`config.mk`:
```
export PLATFORM = sky130hd
export DESIGN_NAME = huff_block_assembler
export DESIGN_NICKNAME = d
export VERILOG_FILES = /design/src/rtl/huff_pkg.sv /design/src/rtl/huff_coeff_extend.sv /design/src/rtl/huff_block_assembler.sv
export SDC_FILE = /design/constraint.sdc
export NUM_CORES = 1
export LEC_CHECK = 0
export CORE_ASPECT_RATIO = 1.75
export CORE_UTILIZATION = 48
export CTS_BUF_LIST = sky130_fd_sc_hd__clkbuf_16
export CTS_CLUSTER_SIZE = 10
export DETAILED_ROUTE_END_ITERATION = 6
export GPL_TIMING_DRIVEN = 0
export PLACE_DENSITY = 0.78
export SYNTH_ARGS = -nofsm -noshare
export SYNTH_HDL_FRONTEND = slang
export SYNTH_SLANG_ARGS = --single-unit
```
`constraint.sdc`:
```
create_clock -name phi1 -period 1.9 [get_ports phi1]
set_clock_uncertainty 0.1 [all_clocks]
set_input_delay 0.57 -clock phi1 [delete_from_list [all_inputs] [get_ports phi1]]
set_output_delay 0.57 -clock phi1 [all_outputs]
set_load 0.05 [all_outputs]
```
`src/rtl/huff_pkg.sv`:
```
// Shared constants, symbol codes and FSM encoding for the Huffman block assembler.
// Imported by the top-level assembler and the coefficient extender.
package huff_pkg;

    localparam int BLK_LEN  = 64;
    localparam int IDX_W    = $clog2(BLK_LEN);
    localparam int COEFF_W  = 11;
    localparam int RUN_W    = 4;
    localparam int SIZE_W   = 4;
    localparam int RAW_W    = 10;
    localparam int MAX_SIZE = 10;

    localparam logic [IDX_W-1:0]  LAST_IDX = IDX_W'(BLK_LEN - 1);

    localparam logic [RUN_W-1:0]  EOB_RUN  = 4'd0;
    localparam logic [SIZE_W-1:0] EOB_SIZE = 4'd0;
    localparam logic [RUN_W-1:0]  ZRL_RUN  = 4'd15;
    localparam logic [SIZE_W-1:0] ZRL_SIZE = 4'd0;

    typedef enum logic [1:0] {
        ST_IDLE  = 2'd0,
        ST_ZEROS = 2'd1,
        ST_COEFF = 2'd2,
        ST_FILL  = 2'd3
    } state_t;

    // Sizes above the largest legal size are handled as the largest legal size.
    function automatic logic [SIZE_W-1:0] clamp_size(input logic [SIZE_W-1:0] size);
        return (size > SIZE_W'(MAX_SIZE)) ? SIZE_W'(MAX_SIZE) : size;
    endfunction

endpackage

```
`src/rtl/huff_coeff_extend.sv`:
```
// Combinational JPEG-style EXTEND: coefficient size plus raw bitstream bits
// to a signed COEFF_W-bit value.
module huff_coeff_extend
    import huff_pkg::*;
(
    input  logic [SIZE_W-1:0]  coeff_size_i,
    input  logic [RAW_W-1:0]   raw_i,
    output logic [COEFF_W-1:0] value_o
);

    logic [SIZE_W-1:0]  size_eff;
    logic [COEFF_W-1:0] mask;
    logic [COEFF_W-1:0] msb_sel;
    logic [COEFF_W-1:0] raw_masked;

    always_comb begin
        size_eff   = clamp_size(coeff_size_i);
        mask       = (COEFF_W'(1) << size_eff) - COEFF_W'(1);
        msb_sel    = (COEFF_W'(1) << size_eff) >> 1;
        raw_masked = {1'b0, raw_i} & mask;
        // A clear top bit marks a negative value: r - (2^s - 1).
        if (size_eff == '0) begin
            value_o = '0;
        end else if ((raw_masked & msb_sel) != '0) begin
            value_o = raw_masked;
        end else begin
            value_o = raw_masked - mask;
        end
    end

endmodule

```
`src/rtl/huff_block_assembler.sv`:
```
// Expands decoded (run, size, bits) symbols into a serial 64-entry zig-zag
// coefficient block with registered outputs and a sticky overrun flag.
module huff_block_assembler
    import huff_pkg::*;
(
    input  logic                phi1,
    input  logic                reset_b,
    input  logic                sym_valid,
    output logic                sym_ready,
    input  logic [RUN_W-1:0]    run_length,
    input  logic [SIZE_W-1:0]   coeff_size,
    input  logic [RAW_W-1:0]    coefficient,
    output logic                out_valid,
    input  logic                out_ready,
    output logic [COEFF_W-1:0]  out_coeff,
    output logic [IDX_W-1:0]    out_index,
    output logic                out_last,
    output logic                err_overrun,
    output logic [1:0]          dbg_state
);

    // Handshakes: a transfer happens on a rising edge where valid & ready are
    // both high; a producer holds its payload stable until that edge.

    state_t             state_q, state_d;
    logic [IDX_W-1:0]   idx_q, idx_d;
    logic [4:0]         zcnt_q, zcnt_d;
    logic [COEFF_W-1:0] coeff_q, coeff_d;
    logic               pend_q, pend_d;
    logic               err_q, err_d;

    logic               out_valid_q, out_valid_d;
    logic [COEFF_W-1:0] out_coeff_q, out_coeff_d;
    logic [IDX_W-1:0]   out_index_q, out_index_d;
    logic               out_last_q, out_last_d;

    logic [COEFF_W-1:0] ext_value;
    logic               out_hs;
    logic               at_last;

    huff_coeff_extend u_extend (
        .coeff_size_i (coeff_size),
        .raw_i        (coefficient),
        .value_o      (ext_value)
    );

    assign out_hs  = out_valid_q & out_ready;
    assign at_last = (idx_q == LAST_IDX);

    always_comb begin
        state_d = state_q;
        idx_d   = idx_q;
        zcnt_d  = zcnt_q;
        coeff_d = coeff_q;
        pend_d  = pend_q;
        err_d   = err_q;

        case (state_q)
            ST_IDLE: begin
                if (sym_valid) begin
                    coeff_d = ext_value;
                    pend_d  = 1'b0;
                    if (run_length == EOB_RUN && coeff_size == EOB_SIZE) begin
                        state_d = ST_FILL;
                    end else if (coeff_size == ZRL_SIZE) begin
                        // ZRL (run 15) and the non-standard size-0 runs: run+1 zeros.
                        state_d = ST_ZEROS;
                        zcnt_d  = {1'b0, run_length} + 5'd1;
                    end else if (run_length == '0) begin
                        state_d = ST_COEFF;
                    end else begin
                        state_d = ST_ZEROS;
                        zcnt_d  = {1'b0, run_length};
                        pend_d  = 1'b1;
                    end
                end
            end
            ST_ZEROS: begin
                if (out_hs) begin
                    if (at_last) begin
                        // Anything still owed past the block end is dropped.
                        if (zcnt_q != 5'd1 || pend_q) begin
                            err_d = 1'b1;
                        end
                        idx_d   = '0;
                        state_d = ST_IDLE;
                    end else begin
                        idx_d  = idx_q + IDX_W'(1);
                        zcnt_d = zcnt_q - 5'd1;
                        if (zcnt_q == 5'd1) begin
                            state_d = pend_q ? ST_COEFF : ST_IDLE;
                        end
                    end
                end
            end
            ST_COEFF: begin
                if (out_hs) begin
                    idx_d   = at_last ? '0 : idx_q + IDX_W'(1);
                    state_d = ST_IDLE;
                end
            end
            ST_FILL: begin
                if (out_hs) begin
                    if (at_last) begin
                        idx_d   = '0;
                        state_d = ST_IDLE;
                    end else begin
                        idx_d = idx_q + IDX_W'(1);
                    end
                end
            end
            default: begin
                state_d = ST_IDLE;
            end
        endcase

        // Output register mirrors the item the FSM will present next cycle.
        out_valid_d = (state_d != ST_IDLE);
        out_index_d = idx_d;
        out_coeff_d = (state_d == ST_COEFF) ? coeff_d : '0;
        out_last_d  = (state_d != ST_IDLE) && (idx_d == LAST_IDX);
    end

    always_ff @(posedge phi1 or negedge reset_b) begin
        if (!reset_b) begin
            state_q     <= ST_IDLE;
            idx_q       <= '0;
            zcnt_q      <= '0;
            coeff_q     <= '0;
            pend_q      <= 1'b0;
            err_q       <= 1'b0;
            out_valid_q <= 1'b0;
            out_coeff_q <= '0;
            out_index_q <= '0;
            out_last_q  <= 1'b0;
        end else begin
            state_q     <= state_d;
            idx_q       <= idx_d;
            zcnt_q      <= zcnt_d;
            coeff_q     <= coeff_d;
            pend_q      <= pend_d;
            err_q       <= err_d;
            out_valid_q <= out_valid_d;
            out_coeff_q <= out_coeff_d;
            out_index_q <= out_index_d;
            out_last_q  <= out_last_d;
        end
    end

    assign sym_ready   = (state_q == ST_IDLE);
    assign out_valid   = out_valid_q;
    assign out_coeff   = out_coeff_q;
    assign out_index   = out_index_q;
    assign out_last    = out_last_q;
    assign err_overrun = err_q;
    assign dbg_state   = state_q;

endmodule

```
* After elaboration in Yosys (flattened, before gate mapping)
Index checks and enable logic that the tools add are counted.
Widths: inputs -> output; s select.
** Word-level totals
- Flip-flop bits (word level) :: 39
- Output and inout port bits :: 23
- Logic and storage cells :: 77
** Operators by class
- Add/subtract/negate cells :: 5
- $lt $le $gt $ge :: 1
- Eq/ne operators :: 13
- Shift-type cells :: 1
- Muxes and demuxes :: 31
- Bitwise logic cells :: 3
- Reductions and logical operators :: 14
** Operators with widths (count)
- $mux 11 :: 5
- $mux 5 :: 6
- $mux 2 :: 11
- $mux 6 :: 3
- $eq 6x6->1 const B :: 2
- $logic_not 4->1 :: 3
- $and 10x11->11 :: 1
- $and 11x10->11 :: 1
- $reduce_bool 11->1 :: 1
- $shl 1x4->11 const A :: 1
- $sub 11x11->11 :: 1
- $sub 11x2->11 const B :: 1
- $pmux 5 s2 :: 1
- $ne 2x2->1 const B :: 4
- $pmux 2 s4 :: 1
- $add 6x1->6 const B :: 1
- $eq 2x2->1 const B :: 3
- $reduce_and 6->1 :: 1
- $add 4x1->5 const B :: 1
- $eq 5x1->1 const B :: 1
- $ne 5x1->1 const B :: 1
- $sub 5x1->5 const B :: 1
- $gt 4x4->1 const B :: 1
- $mux 4 :: 1
- 11 further kinds :: 15

* Logic depth before layout (Yosys ltp)
Gate-level depths: netlist (run 1).
- Word-level depth :: 12
- Gate-level depth with buffers :: 10

* Hierarchy
A second synthesis (run 1) with hierarchy kept.
** Second synthesis, totals
- Cell total of the unflattened synthesis :: 328
- Area total of the unflattened synthesis :: 3060.4 sq um
** Modules (own cells, without submodules)
- huff_block_assembler :: times used 1, cells an instance 190, area each 2122.0 sq um, seq. area each 975.9 sq um
- huff_coeff_extend :: times used 1, cells an instance 138, area each 938.4 sq um, seq. area each 0.0 sq um

* Worst setup path after synthesis (run 1)
OpenSTA, ideal clock, no wires.
- Path kind :: input -> register
- From :: input port coeff_size[0]
- To :: register out_coeff_q[9] (netlist: out_coeff[9])
- Setup time :: 0.094 ns
- Data arrival time :: 2.796 ns
- Path slack :: -1.090 ns
- Stages on the path :: 10
- Buffers on the path :: 1
- Cells stage by stage :: buf_6 > nor4_4 > inv_2 > ha_1 > and3_1 > o211ai_1 > and4_1 > nand2_2 > a221o_1 > a221oi_2
** Between the ends
- Longest elaborated chain between the ends :: 12
- Elaborated cells between the ends (all ways) :: 21
- Those cells by class :: 2 x add/sub; 1 x order compare; 1 x eq/ne; 1 x shift; 10 x mux; 2 x bitwise; 4 x reduce/logical
** Ends and longest elaborated chain
- start, declared :: RTL line huff_block_assembler.sv:11 : input logic [SIZE_W-1:0] coeff_size,
- parallel branches: the longest is 11 deep, another holds $sub 11x2->11
- $mux 11 * :: RTL line huff_block_assembler.sv:120 : out_coeff_d = (state_d == ST_COEFF) ? coeff_d : '0;
- named net out_coeff_d[9] :: RTL line huff_block_assembler.sv:33 : logic [COEFF_W-1:0] out_coeff_q, out_coeff_d;
- end signal, assigned :: RTL line huff_block_assembler.sv:144 : out_coeff_q <= out_coeff_d;
- end, declared :: RTL line huff_block_assembler.sv:33
Mark *: on every way through the listed nets, which the timed path passes.
A chain may end at the register's enable or synchronous reset.

* Worst setup path after layout (run 1)
- From :: input port coeff_size[2]
- To :: register out_coeff_q[9] (netlist: out_coeff[9])
The elaborated chain is that of the path after synthesis.

==> results of run 1 <==
[worst paths after layout]
| check | to | slack, ns | cells after the start |
|---|---|---|---|
| setup / recovery | out_coeff[9]$_DFF_PN0_ | -0.66 | 10 |
| hold / removal | out_index[3]$_DFF_PN0_ | 0.29 | 1 |
| setup reg to reg | out_coeff[8]$_DFF_PN0_ | -0.25 | 8 |
| hold reg to reg | err_overrun$_DFFE_PN0P_ | 0.37 | 1 |
| max in group asynchronous | dbg_state[0]$_DFF_PN0_ | 0.82 | 1 |
| min in group phi1 | err_overrun$_DFFE_PN0P_ | 0.37 | 1 |
[power breakdown]
group          total [mW]  switching (mW)  internal (mW)
Combinational        2.11            1.24          0.867
Sequential           1.39           0.282           1.11
Clock               0.783           0.309          0.474
[worst reg2reg max path, stage by stage, from the launching register on]
cell and delay, ns:
dfrtp_1 0.42, ha_2 0.20, nor4b_4 0.13, buf_4 0.15
a31oi_1 0.29, a21oi_1 0.09, o21ai_1 0.27, buf_2 0.29
a31oi_1 0.08
[metal layers]
layer | track usage [%] | vias up
li1 | - | 1232
met1 | 27.6 | 1285
met2 | 53.1 | 100
met3 | 2.89 | 37
met4 | 15.6 | 0
met5 | 0 | -
[repair_timing]
action | 4_1_cts | 5_1_grt
pin swaps | 33 | 25
gates resized for setup | 114 | 37
setup endpoints to repair | 56 | 32
setup buffers | 21 | 11
[layout by cell type, fill, tap and decap left out, drive strengths merged, types with 11 or more instances in the layout]
master	Yosys	final
a21oi	16	16
buf	7	45
dfrtp	39	39
dlygate4sd2	0	23
inv	9	11
nand2	38	38
nand3	15	15
nor2	18	18
o21ai	21	21
[final cells by class]
type / instances / area share, %
plain buffers: 10 / 2.51
clock buffers: 5 / 3.31
clock inverters: 3 / 0.331
inverters: 9 / 0.893
multi-input cells: 228 / 48.0
flip-flops and latches: 39 / 26.0
well taps: 55 / 1.82
repair buffers: 75 / 17.1
[sequential cells by signal, indices dropped and copies added (netlist names)]
register,cells
zcnt_q,5
out_last,1
out_coeff,11
pend_q,1
coeff_q,11
out_valid,1
out_index,6
dbg_state,2
err_overrun,1
[logic make-up (layout without fill, tap and decap cells)]
kind of cell	after synthesis	after routing
DFF	39	39
buffers and inverters	22	102
adders and majority gates	7	7
and+or+nand+nor	128	128
xor gates and xnor gates	9	9
AOI/OAI and AO/OA	77	77
muxes	7	7
==> summary.md, run 1 <==
| Metric | Value |
|---|---|
| Proportion of layout cells with a drive suffix above 1 | `35.2%` |
| Tot GR Track Use | `27.7%` |
| Core area | `5210 um^2` |
| Detailed-route wire length per cell | `approximately 18 um` |
| Dominant cell by count in the synthesized netlist | `dfrtp_1` |
| Cell total after placement | `a little under 400` |
| Synthesis-to-layout area growth | `46.7%` |
| Width of the die | `between 50 and 60 um` |
| Period utilisation layout | `135%` |
| Required time worst endpoint | `1.98 ns` |
| Skew-Pair Late Insertion Delay | `0.28 ns` |
| Tmin final | `2.56 ns` |
| Initial antenna violation count | `0` |
| Total Nets Final | `397` |
| Overflow left after global routing | `0` |
| Clock tree root driver cell | `clkbuf_16` |
| Sequential standard cell area | `986 um^2` |
| Routed wire length | `between 7000 and 8000 um` |
| Largest net degree at the start of global routing | `40` |
| Final cell area excluding filler cells | `3780 um^2` |
| Share of synthesized area spent on multiplexers | `between 3 and 4%` |
| Share of the core filled with cells in the final layout | `72.6%` |
| First-pass iteration count of the detailed router | `7` |
| Routability cong. | `~0.93` |
| Hold buffers post-CTS | `0` |
| Hold Worst Slack | `~0.29 ns` |
| Power density over the cells | `1130 nW/um^2` |
| Clock Path Buffers | `2` |
| Achievable frequency | `390 MHz` |
| Number of instances in the synthesized netlist | `289` |
| Violations in the final reports | `design-rule violations, negative setup slack` |
| Sequential element share of the synthesized area | `37.8%` |
| Count of synthesis-stage warnings from yosys | `0` |
| Number of hold-slack violations in the final timing report | `0` |
| Top post-synthesis cells by count | `dfrtp_1 (39), nand2_1 (37), o21ai_0 (20)` |
| Initial detailed-routing violation count | `144` |
| Share of async-settable or async-resettable flops after synthesis | `100%` |
| Post-synthesis register bit count | `39` |
| Primary flip-flop cell chosen by synthesis mapping | `dfrtp_1` |
| Largest cells by area after synthesis | `dfrtp_1 (38%), nand2_1 (5.4%), o21ai_0 (3.9%), ha_1 (3.4%), a21oi_1 (2.9%)` |
| WL met3 | `275 um` |
| Hold/Removal Path Class | `in2async` |
| Highest metal layer with signal wires | `met4` |
| Cell accounting for the most synthesized area | `dfrtp_1` |
| Cell with the biggest individual delay on the critical path | `a221o_1` |
| Count of input and output buffers | `43` |
| Antenna diode count | `0` |
| Worst reg2reg startpoint | `zcnt_q[0]$_DFFE_PN0P_` |
| Overall power of the completed layout | `4.29 mW` |
| Number of maximum-capacitance violations | `0` |
| Cell family with the largest share of critical-path delay | `simple AND/OR/NAND/NOR gates` |
| Global-route wire length before repair | `~12000 um` |
| Total setup violations reported at the end of the flow | `22` |
| Simple-gate portion of the synthesized area | `28.1%` |
| Clock tree from TritonCTS | `done` |
| Setup repair after global routing missed its margin | `yes` |
| Routed vias | `2654` |
| Placed Instance Area | `3140 um^2` |
| Smallest setup slack after layout | `-0.664 ns` |
| Net count of the mapped netlist | `~320` |
| Remaining number of nets flagged by the antenna check after routing | `0` |
| Leakage power | `1.64 nW` |
| Number of enable-type register cells in the synthesized netlist | `0` |
| Critical path, cell by cell | `buf_12 -> nor4_4 -> inv_2 -> ha_4 -> and3_4 -> o211ai_1 -> and4_4 -> nand2_4 -> a221o_1 -> a221oi_2` |
| Xor/xnor share of the synthesized area | `3.06%` |
| Combinational family with the most area after synthesis | `simple AND/OR/NAND/NOR gates` |
| # clock sinks | `39` |
| Met2 wire length | `4200 um` |
| Launch point of the critical path | `coeff_size[2]` |
| Vias in the first global route | `roughly 2700` |
| Share of synthesized cell area in full adder, half adder and majority cells | `under 10%` |
| Number of cell rows | `35` |
| Post-route setup TNS | `-12.22 ns` |
| Area of the multi-input gates | `1820 um^2` |
| Worst setup path class | `in2reg` |
| Number of buffer and inverter instances along the worst setup path | `2` |
| I/O pin count | `45` |
| # DRC | `6` |
| Rel. slew slack | `between 40% and 50%` |
| Transition time at the pin with the least slew margin | `approximately 0.84 ns` |
| Chip height | `99.0 um` |
| Initial core utilization | `between 40 and 50%` |
| Non-filler cells, final | `424` |
| Type of destination of the critical path | `register` |
| H-tree depth | `2` |
| Synth Area in Compound Gates | `20.2%` |
| Max Slew Vio Count | `0` |
| Critical Path Source Type | `primary input` |
| Clock-pin slew on the worst setup and hold paths | `0.06 ns` |
| Library cells used by synthesis | `63` |
| FILL cells | `364` |
| Half-perimeter wire length after detailed placement | `between 5000 and 6000 um` |
| Number of buffers added by the clock tree synthesis step | `5` |
| Detailed-route vias per instance | `6.26` |
| Post-synthesis area per instance | `8.93 um^2` |
| Run status | `finished, violations left` |
| Fraction of synthesized cell area taken by the top area cell type | `37.8%` |
| Delay of the slowest critical-path stage | `0.36 ns` |
| Post-synthesis cell area | `2580 um^2` |
| Die area | `5680 um^2` |
| Met1 Wirelength | `2690 um` |
| Worst vdd ir | `slightly below 500 uV` |
| Worst setup slack after placement | `-1.90 ns` |
| Arrival time of the worst setup path | `2.64 ns` |
| Highest net fanout along the worst path | `8` |
(Power assumes the default switching activity.)
==> inputs of run 2 (changes only) <==
--- a/config.mk
+++ b/config.mk
@@ -5,7 +5,8 @@
 export SDC_FILE = /design/constraint.sdc
 export NUM_CORES = 1
 export LEC_CHECK = 0
-export CORE_ASPECT_RATIO = 1.75
+export ABC_CLOCK_PERIOD_IN_PS = 1900
+export CORE_ASPECT_RATIO = 0.7
 export CORE_UTILIZATION = 48
 export CTS_BUF_LIST = sky130_fd_sc_hd__clkbuf_16
 export CTS_CLUSTER_SIZE = 10
==> summary.md, run 2 (synthesis gave the netlist of run 1 again) <==
| Metric | Value |
|---|---|
| Highest net fanout along the worst path | `6 (was 8)` |
| Tot GR Track Use | `29.1% (was 27.7%)` |
| Largest net degree at the start of global routing | `40 (unchanged)` |
| Max Slew Vio Count | `0 (unchanged)` |
| Clock Path Buffers | `2 (unchanged)` |
| Leakage power | `1.64 nW (about the same)` |
| Power density over the cells | `1190 nW/um^2 (was 1130 nW/um^2)` |
| Width of the die | `89.6 um (was 57.4 um)` |
| Hold Worst Slack | `0.294 ns (about the same)` |
| Initial core utilization | `52.0% (was 49.5%)` |
| Antenna diode count | `0 (unchanged)` |
| Global-route wire length before repair | `12600 um (was 12400 um)` |
| Core area | `4970 um^2 (was 5210 um^2)` |
| Run status | `finished, violations left (unchanged)` |
| Proportion of layout cells with a drive suffix above 1 | `36.0% (was 35.2%)` |
| Count of input and output buffers | `43 (unchanged)` |
| Total setup violations reported at the end of the flow | `22 (unchanged)` |
| Violations in the final reports | `negative setup slack (was design-rule violations, negative setup slack)` |
| Remaining number of nets flagged by the antenna check after routing | `0 (unchanged)` |
| Most common library cell in the layout ignoring fill and taps | `nand2_1 (unchanged)` |
| Total Nets Final | `395 (was 397)` |
| First-pass iteration count of the detailed router | `7 (unchanged)` |
| Cell total after placement | `401 (was 387)` |
| Detailed-route vias per instance | `6.21 (was 6.26)` |
| # DRC | `0 (was 6)` |
| Required time worst endpoint | `1.99 ns (was 1.98 ns)` |
| Die area | `5680 um^2 (about the same)` |
| Clock-pin slew on the worst setup and hold paths | `0.06 ns (about the same)` |
| Number of maximum-capacitance violations | `0 (unchanged)` |
| Detailed-route wire length per cell | `18.8 um (was 17.8 um)` |
| FILL cells | `316 (was 364)` |
| H-tree depth | `2 (unchanged)` |
| Achievable frequency | `386 MHz (was 390 MHz)` |
| Hold/Removal Path Class | `in2async (unchanged)` |
| Overflow left after global routing | `0 (unchanged)` |
| Skew-Pair Late Insertion Delay | `0.29 ns (was 0.28 ns)` |
| Cell with the biggest individual delay on the critical path | `a221o_1 (unchanged)` |
| Worst setup path class | `in2reg (unchanged)` |
| Worst vdd ir | `876 uV (was 487 uV)` |
| Routed wire length | `8190 um (was 7550 um)` |
| Number of hold-slack violations in the final timing report | `0 (unchanged)` |
| Smallest setup slack after layout | `-0.690 ns (was -0.664 ns)` |
| Non-filler cells, final | `436 (was 424)` |
| Number of cell rows | `21 (was 35)` |
| Overall power of the completed layout | `4.53 mW (was 4.29 mW)` |
| Critical path, cell by cell | `buf_12 -> nor4_4 -> inv_2 -> ha_4 -> and3_4 -> o211ai_1 -> and4_4 -> nand2_4 -> a221o_1 -> a221oi_2 (unchanged)` |
| Initial antenna violation count | `0 (unchanged)` |
| Routed vias | `2707 (was 2654)` |
| Rel. slew slack | `42.5% (was 43.9%)` |
| Tmin final | `2.59 ns (was 2.56 ns)` |
| Half-perimeter wire length after detailed placement | `4950 um (was 5010 um)` |
| Most frequent cells in the layout | `nand2_1 (36), dfrtp_1 (31), buf_4 (29) (was nand2_1 (36), dfrtp_1 (31), buf_4 (28))` |
| Period utilisation layout | `136% (was 135%)` |
| Setup repair after global routing missed its margin | `yes (unchanged)` |
| Clock tree root driver cell | `clkbuf_16 (unchanged)` |
| Critical Path Source Type | `primary input (unchanged)` |
| Initial detailed-routing violation count | `305 (was 144)` |
| Arrival time of the worst setup path | `2.68 ns (was 2.64 ns)` |
| # clock sinks | `39 (unchanged)` |
| I/O pin count | `45 (unchanged)` |
| Vias in the first global route | `2514 (was 2683)` |
| Routability cong. | `0.950 (was 0.928)` |
| Transition time at the pin with the least slew margin | `0.863 ns (was 0.841 ns)` |
| Synthesis-to-layout area growth | `47.7% (was 46.7%)` |
| Number of buffers added by the clock tree synthesis step | `5 (unchanged)` |
| Delay of the slowest critical-path stage | `0.37 ns (was 0.36 ns)` |
| Post-route setup TNS | `-12.51 ns (was -12.22 ns)` |
| Clock tree from TritonCTS | `done (unchanged)` |
| Type of destination of the critical path | `register (unchanged)` |
| Chip height | `63.3 um (was 99.0 um)` |
## run 2: through the flow
stage                     instance area (um^2)  utilization, %  setup WS [ns]
after floorplan                           2650               -         -0.888
after detailed placement                  3160            63.6          -1.93
after global routing                      3810            76.7         -0.782
final                                     3810            76.7         -0.690
after CTS                                 3720            75.0         -0.620
after global placement                    3160            63.7          -1.84
## run 2: critical path: cells and delay by family
family                   cells  cell delay, ns
AO/OA/AOI/OAI                3            0.89
AND/OR/NAND/NOR              4            0.80
buffers and inverters        2            0.21
adder cells (fa/ha/maj)      1            0.19
## run 2: area by class of cell
class | instances | area [um^2] | share of cell area, %
well taps | 69 | 86.3 | 2.27
inverters | 9 | 33.8 | 0.886
clock inverters | 3 | 63.8 | 1.67
flip-flops and latches | 39 | 986 | 25.9
clock buffers | 5 | 125 | 3.28
plain buffers | 10 | 83.8 | 2.20
repair buffers | 73 | 614 | 16.1
multi-input cells | 228 | 1820 | 47.7
## run 2: path summary, 6_finish.rpt
| path | startpoint | endpoint | slack, ns | cells past startpoint |
|---|---|---|---|---|
| worst max-delay path | coeff_size[0] | out_coeff[9]$_DFF_PN0_ | -0.69 | 10 |
| worst min-delay path | reset_b | out_last$_DFF_PN0_ | 0.29 | 1 |
| worst max register to register | zcnt_q[0]$_DFFE_PN0P_ | out_coeff[8]$_DFF_PN0_ | -0.28 | 7 |
| worst min register to register | coeff_q[1]$_DFF_PN0_ | coeff_q[1]$_DFF_PN0_ | 0.36 | 2 |
| max in group asynchronous | reset_b | out_index[2]$_DFF_PN0_ | 0.81 | 1 |
| min in group phi1 | coeff_q[1]$_DFF_PN0_ | coeff_q[1]$_DFF_PN0_ | 0.36 | 2 |
## run 2: layer usage
| layer | share of wire (%) | global-route usage (%) |
|---|---|---|
| met1 | 44 | 43.1 |
| met2 | 46 | 43.7 |
| met3 | 7.7 | 5.37 |
| met4 | 2.7 | 6.55 |
| met5 | 0 | 0 |
## run 2: report_power, final
group | leakage, nW | switching (mW) | internal [mW]
logic | 1.06 | 1.26 | 0.812
clock network | 0.0952 | 0.333 | 0.748
registers | 0.487 | 0.263 | 1.11
## run 2: timing repair
item                       4_1_cts  5_1_grt
setup endpoints to repair       55       34
resized for setup              115       29
setup buffers                   25        4
pin swaps                       38        9
hold buffers                     0        0
gates cloned                     1        0
==> RTL change 1, RTL diff (config.mk and constraints of run 1) <==
Reset style: synchronous (`reset_b`), changed in one clocked block.
--- a/src/rtl/huff_block_assembler.sv
+++ b/src/rtl/huff_block_assembler.sv
@@ -123,3 +123,3 @@
 
-    always_ff @(posedge phi1 or negedge reset_b) begin
+    always_ff @(posedge phi1) begin
         if (!reset_b) begin
Check against the original RTL: differs if reset_b is asserted again (counterexample within 4 cycles, from zero or initial values and one cycle with reset_b low); with reset_b held inactive, the same outputs for 10 cycles.
==> RTL change 1 against run 1 <==
Worst setup slack worse by 0.083 ns. The flow finishes with violations (negative setup slack). Wire length increased by 6.7%. Highest routed layer unchanged. Synthesized area decreased by 6.2%. Cell area rose by 1.5%. Synthesized cell count increased by 7.6%. Sequential cell count unchanged. Critical path type unchanged.
Power is not compared: it rests on default switching activity, and its combinational part moved more than twofold at a synthesized area within 25%.
==> RTL change 1: results <==
{
  "final_nets": 421,
  "syn-num-nets": 340,
  "synth_cell_types": 58,
  "num-fill-cells": 309,
  "slew_headroom_pct": 56.6,
  "crit_arrival_ns": 2.70,
  "viasPerCell": 6.21,
  "track_usage_pct": 29.1,
  "async_flop_share_pct": 0,
  "grtUsageMet2_pct": 59.8,
  "htree_num_levels": 2,
  "synth_seq_area_share_pct": 32.2,
  "drtIter0Drc": 142,
  "grt_pass1_wl_um": 12200,
  "ys_top_cells_by_area": "dfxtp_1 (32%), nor2_1 (6.4%), a21oi_1 (6.0%)",
  "synth_common_cells": "nor2_1 (41), dfxtp_1 (39), a21oi_1 (29)",
  "critPathLaunch": "coeff_size[2]",
  "io_buffers": 42,
  "crit_fanout": 6,
  "cts_buffers": 5,
  "clock_latency_ns": 0.28,
  "place.gp.congestion": 0.874,
  "min-delay-path-class": "flop to flop",
  "dpl_worst_slack_ns": -1.95,
  "tns_ns": -13.44,
  "status": "complete, but fails checks",
  "post-dp-hpwl_um": 4940,
  "cts-root-buf": "clkbuf_16",
  "cpPeakStageDelay_ns": 0.34,
  "grt_pass1_vias": 2723,
  "first_pass_iters": 4,
  "routed_wl_um": 8060,
  "slowest_stage": "nor4_4",
  "hp-start": "coeff_q[0]",
  "drive_gt1_share_pct": 37.7,
  "synth.yosys.warnings": 0,
  "final.setup.worst_slack_ns": -0.747,
  "grt_max_degree": 13,
  "grtUsageMet3_pct": 3.76,
  "grt_util_met1_pct": 26.4,
  "r2r-start": "zcnt_q[1]",
  "place_area_um2": 3120,
  "finalSetupViolCount": 27,
  "failed_checks": "negative setup slack"
}
==> RTL change 1: final cells by class <==
type	instances	area, um2	share of cell area, %
Sequential cell	39	803	20.9
Buffer	16	173	4.49
Clock buffer	5	125	3.26
Clock inverter	3	16.3	0.423
Inverter	9	41.3	1.07
Tap cell	52	65.1	1.69
Multi-Input combinational cell	246	1960	51.0
Timing Repair Buffer	75	659	17.2
==> RTL change 1: kinds of logic (layout without fill, tap and decap cells) <==
family	Yosys count	after routing	share of synthesized area, %
fa+ha+maj	7	7	3.62
compound gates	91	91	24.7
simple gates	134	134	29.7
buf+inv	26	108	4.19
mux	5	5	2.27
xor+xnor	9	9	3.26
flops	39	39	32.2
==> RTL change 1: path summary, 6_finish.rpt <==
kind             endpoint  slack (ns)  cells after the start
min            coeff_q[0]        0.37                      2
min reg2reg    coeff_q[0]        0.37                      2
max reg2reg  out_coeff[2]       -0.25                      9
max            coeff_q[7]       -0.75                     11
==> RTL change 1: repair_timing <==
action                                  4_1_cts  5_1_grt
buffers inserted                             24        8
resized for setup                           107       55
pin swaps                                    29       22
endpoints found under the setup margin       56       36
gates cloned                                  1        0
==> RTL change 1: layer usage <==
metal	wire length, um	vias to the layer above
met4	511	0
met1	2750	1297
met5	0	-
met3	284	41
met2	4510	118
li1	-	1307
==> RTL change 1: through the flow <==
step	utilization, %	cells
after global placement	65.6	405
after detailed placement	65.6	405
after CTS	76.2	437
after floorplan	-	311
after global routing	80.9	445
final	80.9	445
==> RTL change 1: power by group through the flow <==
| stage | Sequential (uW) | Clock, uW | Combinational, uW |
|---|---|---|---|
| 4_1_cts | 894 | 804 | 658 |
| 6_report | 900 | 812 | 768 |
| 3_3_place_gp | 906 | 0 | 550 |
| 3_5_place_dp | 907 | 0 | 561 |
| 5_1_grt | 904 | 854 | 822 |
| 2_1_floorplan | 926 | 0 | 378 |
==> RTL change 1: worst max-delay path: cells and delay by family <==
kind / cells / cell delay [ns]
adder cells (fa/ha/maj): 1 / 0.18
AO/OA/AOI/OAI: 4 / 0.91
buffers and inverters: 3 / 0.31
AND/OR/NAND/NOR: 3 / 0.73
==> RTL change 2, RTL diff (flow settings as in run 1) <==
Without the edit above. Change the package constant `SIZE_W` from 4 to 8.
--- a/src/rtl/huff_pkg.sv
+++ b/src/rtl/huff_pkg.sv
@@ -8,3 +8,3 @@
     localparam int RUN_W    = 4;
-    localparam int SIZE_W   = 4;
+    localparam int SIZE_W   = 8;
     localparam int RAW_W    = 10;
Ports: changed (resized coeff_size); port bits go from 45 to 49. No check against the original RTL was run, so the function may have changed too.
==> RTL change 2 against run 1 <==
The run still ends with design-rule violations, negative setup slack left. Sequential cell count unchanged. Synthesized area is 2.2% higher. Cell area rose by 9.8%. Worst setup slack worse by 0.84 ns. Hold slack worse by 0.0027 ns. Synthesized cell count is 9.0% higher. Power increased by 4.4%. Wire length is 26% higher.
==> RTL change 2: results <==
{
  "status": "complete, but fails checks",
  "failed_checks": "design-rule violations, negative setup slack",
  "synth_common_cells": "dfrtp_1 (39), nor2_1 (30), nand2_1 (25)",
  "grt_pass1_vias": 2885,
  "syn-num-nets": 348,
  "viasPerCell": 6.52,
  "detail_route.drc_violations": 8,
  "synth_xor_area_share_pct": 2.66,
  "slowest_stage": "or4_4",
  "num-fill-cells": 318,
  "final_nets": 446,
  "final.setup.worst_slack_ns": -1.51,
  "slew_headroom_pct": 43.4,
  "dpl_worst_slack_ns": -2.57,
  "synth_adder_area_share_pct": 3.32,
  "synth_cell_types": 56,
  "grt_pass1_wl_um": 13400,
  "p_leak_uw": 0.00181,
  "vdd_ir_drop_max_uv": 414,
  "drive_gt1_share_pct": 40.1,
  "post-dp-hpwl_um": 5350,
  "drtIter0Drc": 282,
  "cpPeakStageDelay_ns": 0.58,
  "place.gp.congestion": 1.01,
  "synth_seq_area_share_pct": 37.0,
  "finalSetupViolCount": 30
}
-- RTL change 2: through the flow --
stage | util (%) | power (uW) | TNS, ns | cells | area [um2]
after CTS | 73.6 | 4160 | -30.16 | 450 | 3870
final | 79.1 | 4480 | -33.33 | 469 | 4160
after global routing | 79.1 | 4690 | -34.85 | 469 | 4160
after global placement | 63.0 | 3160 | -87.40 | 417 | 3310
after floorplan | - | 2640 | -30.00 | 315 | 2770
after detailed placement | 63.0 | 3210 | -58.37 | 417 | 3310
-- RTL change 2: kinds of logic (layout without fill, tap and decap cells) --
| family | count (synthesis) | in the layout |
|---|---|---|
| fa+ha+maj | 7 | 7 |
| xor+xnor | 8 | 8 |
| flops | 39 | 39 |
| compound gates | 87 | 87 |
| simple gates | 140 | 140 |
| buf+inv | 30 | 129 |
| mux | 4 | 4 |
-- RTL change 2: power by group --
group / internal [uW] / total [uW] / switching, uW
Combinational: 867 / 2270 / 1400
Sequential: 1130 / 1410 / 278
Clock: 475 / 800 / 325
Total: 2470 / 4480 / 2000
-- RTL change 2: timing repair --
action	4_1_cts	5_1_grt
gates cloned	3	0
pin swaps	50	29
resized for setup	142	51
endpoints found under the hold margin	0	0
endpoints found under the setup margin	53	35
buffers inserted	23	21
-- RTL change 2: cell type report --
type	count	area [um2]	area share, %
Clock inverter	3	12.5	0.301
Buffer	15	125	3.01
Clock buffer	5	125	3.01
Tap cell	55	68.8	1.66
Sequential cell	39	986	23.7
Timing Repair Buffer	92	793	19.1
Inverter	14	58.8	1.42
Multi-Input combinational cell	246	1990	47.8
-- RTL change 2: path summary, 6_finish.rpt --
kind                          startpoint            to  slack (ns)
max reg2reg                 dbg_state[0]  out_coeff[8]       -0.61
max in group asynchronous        reset_b  dbg_state[1]        0.82
min                              reset_b  out_index[4]        0.29
min in group phi1            err_overrun   err_overrun        0.36
min reg2reg                  err_overrun   err_overrun        0.36
max                        coeff_size[6]    coeff_q[7]       -1.51
-- RTL change 2: critical path: cells and delay by family --
kind / cells / cell delay [ns]
adders and majority gates: 1 / 0.21
xor gates and xnor gates: 1 / 0.19
buffers and inverters: 2 / 0.25
and+or+nand+nor: 4 / 1.08
AOI/OAI and AO/OA: 4 / 1.14
-- RTL change 2: metal layers --
layer  up-vias  wire, um  track usage [%]
met5         -         0                0
met4         0       690             21.4
met3        53       470             2.58
met2       171      5150             55.5
met1      1469      3230             30.5
li1       1364         -                -
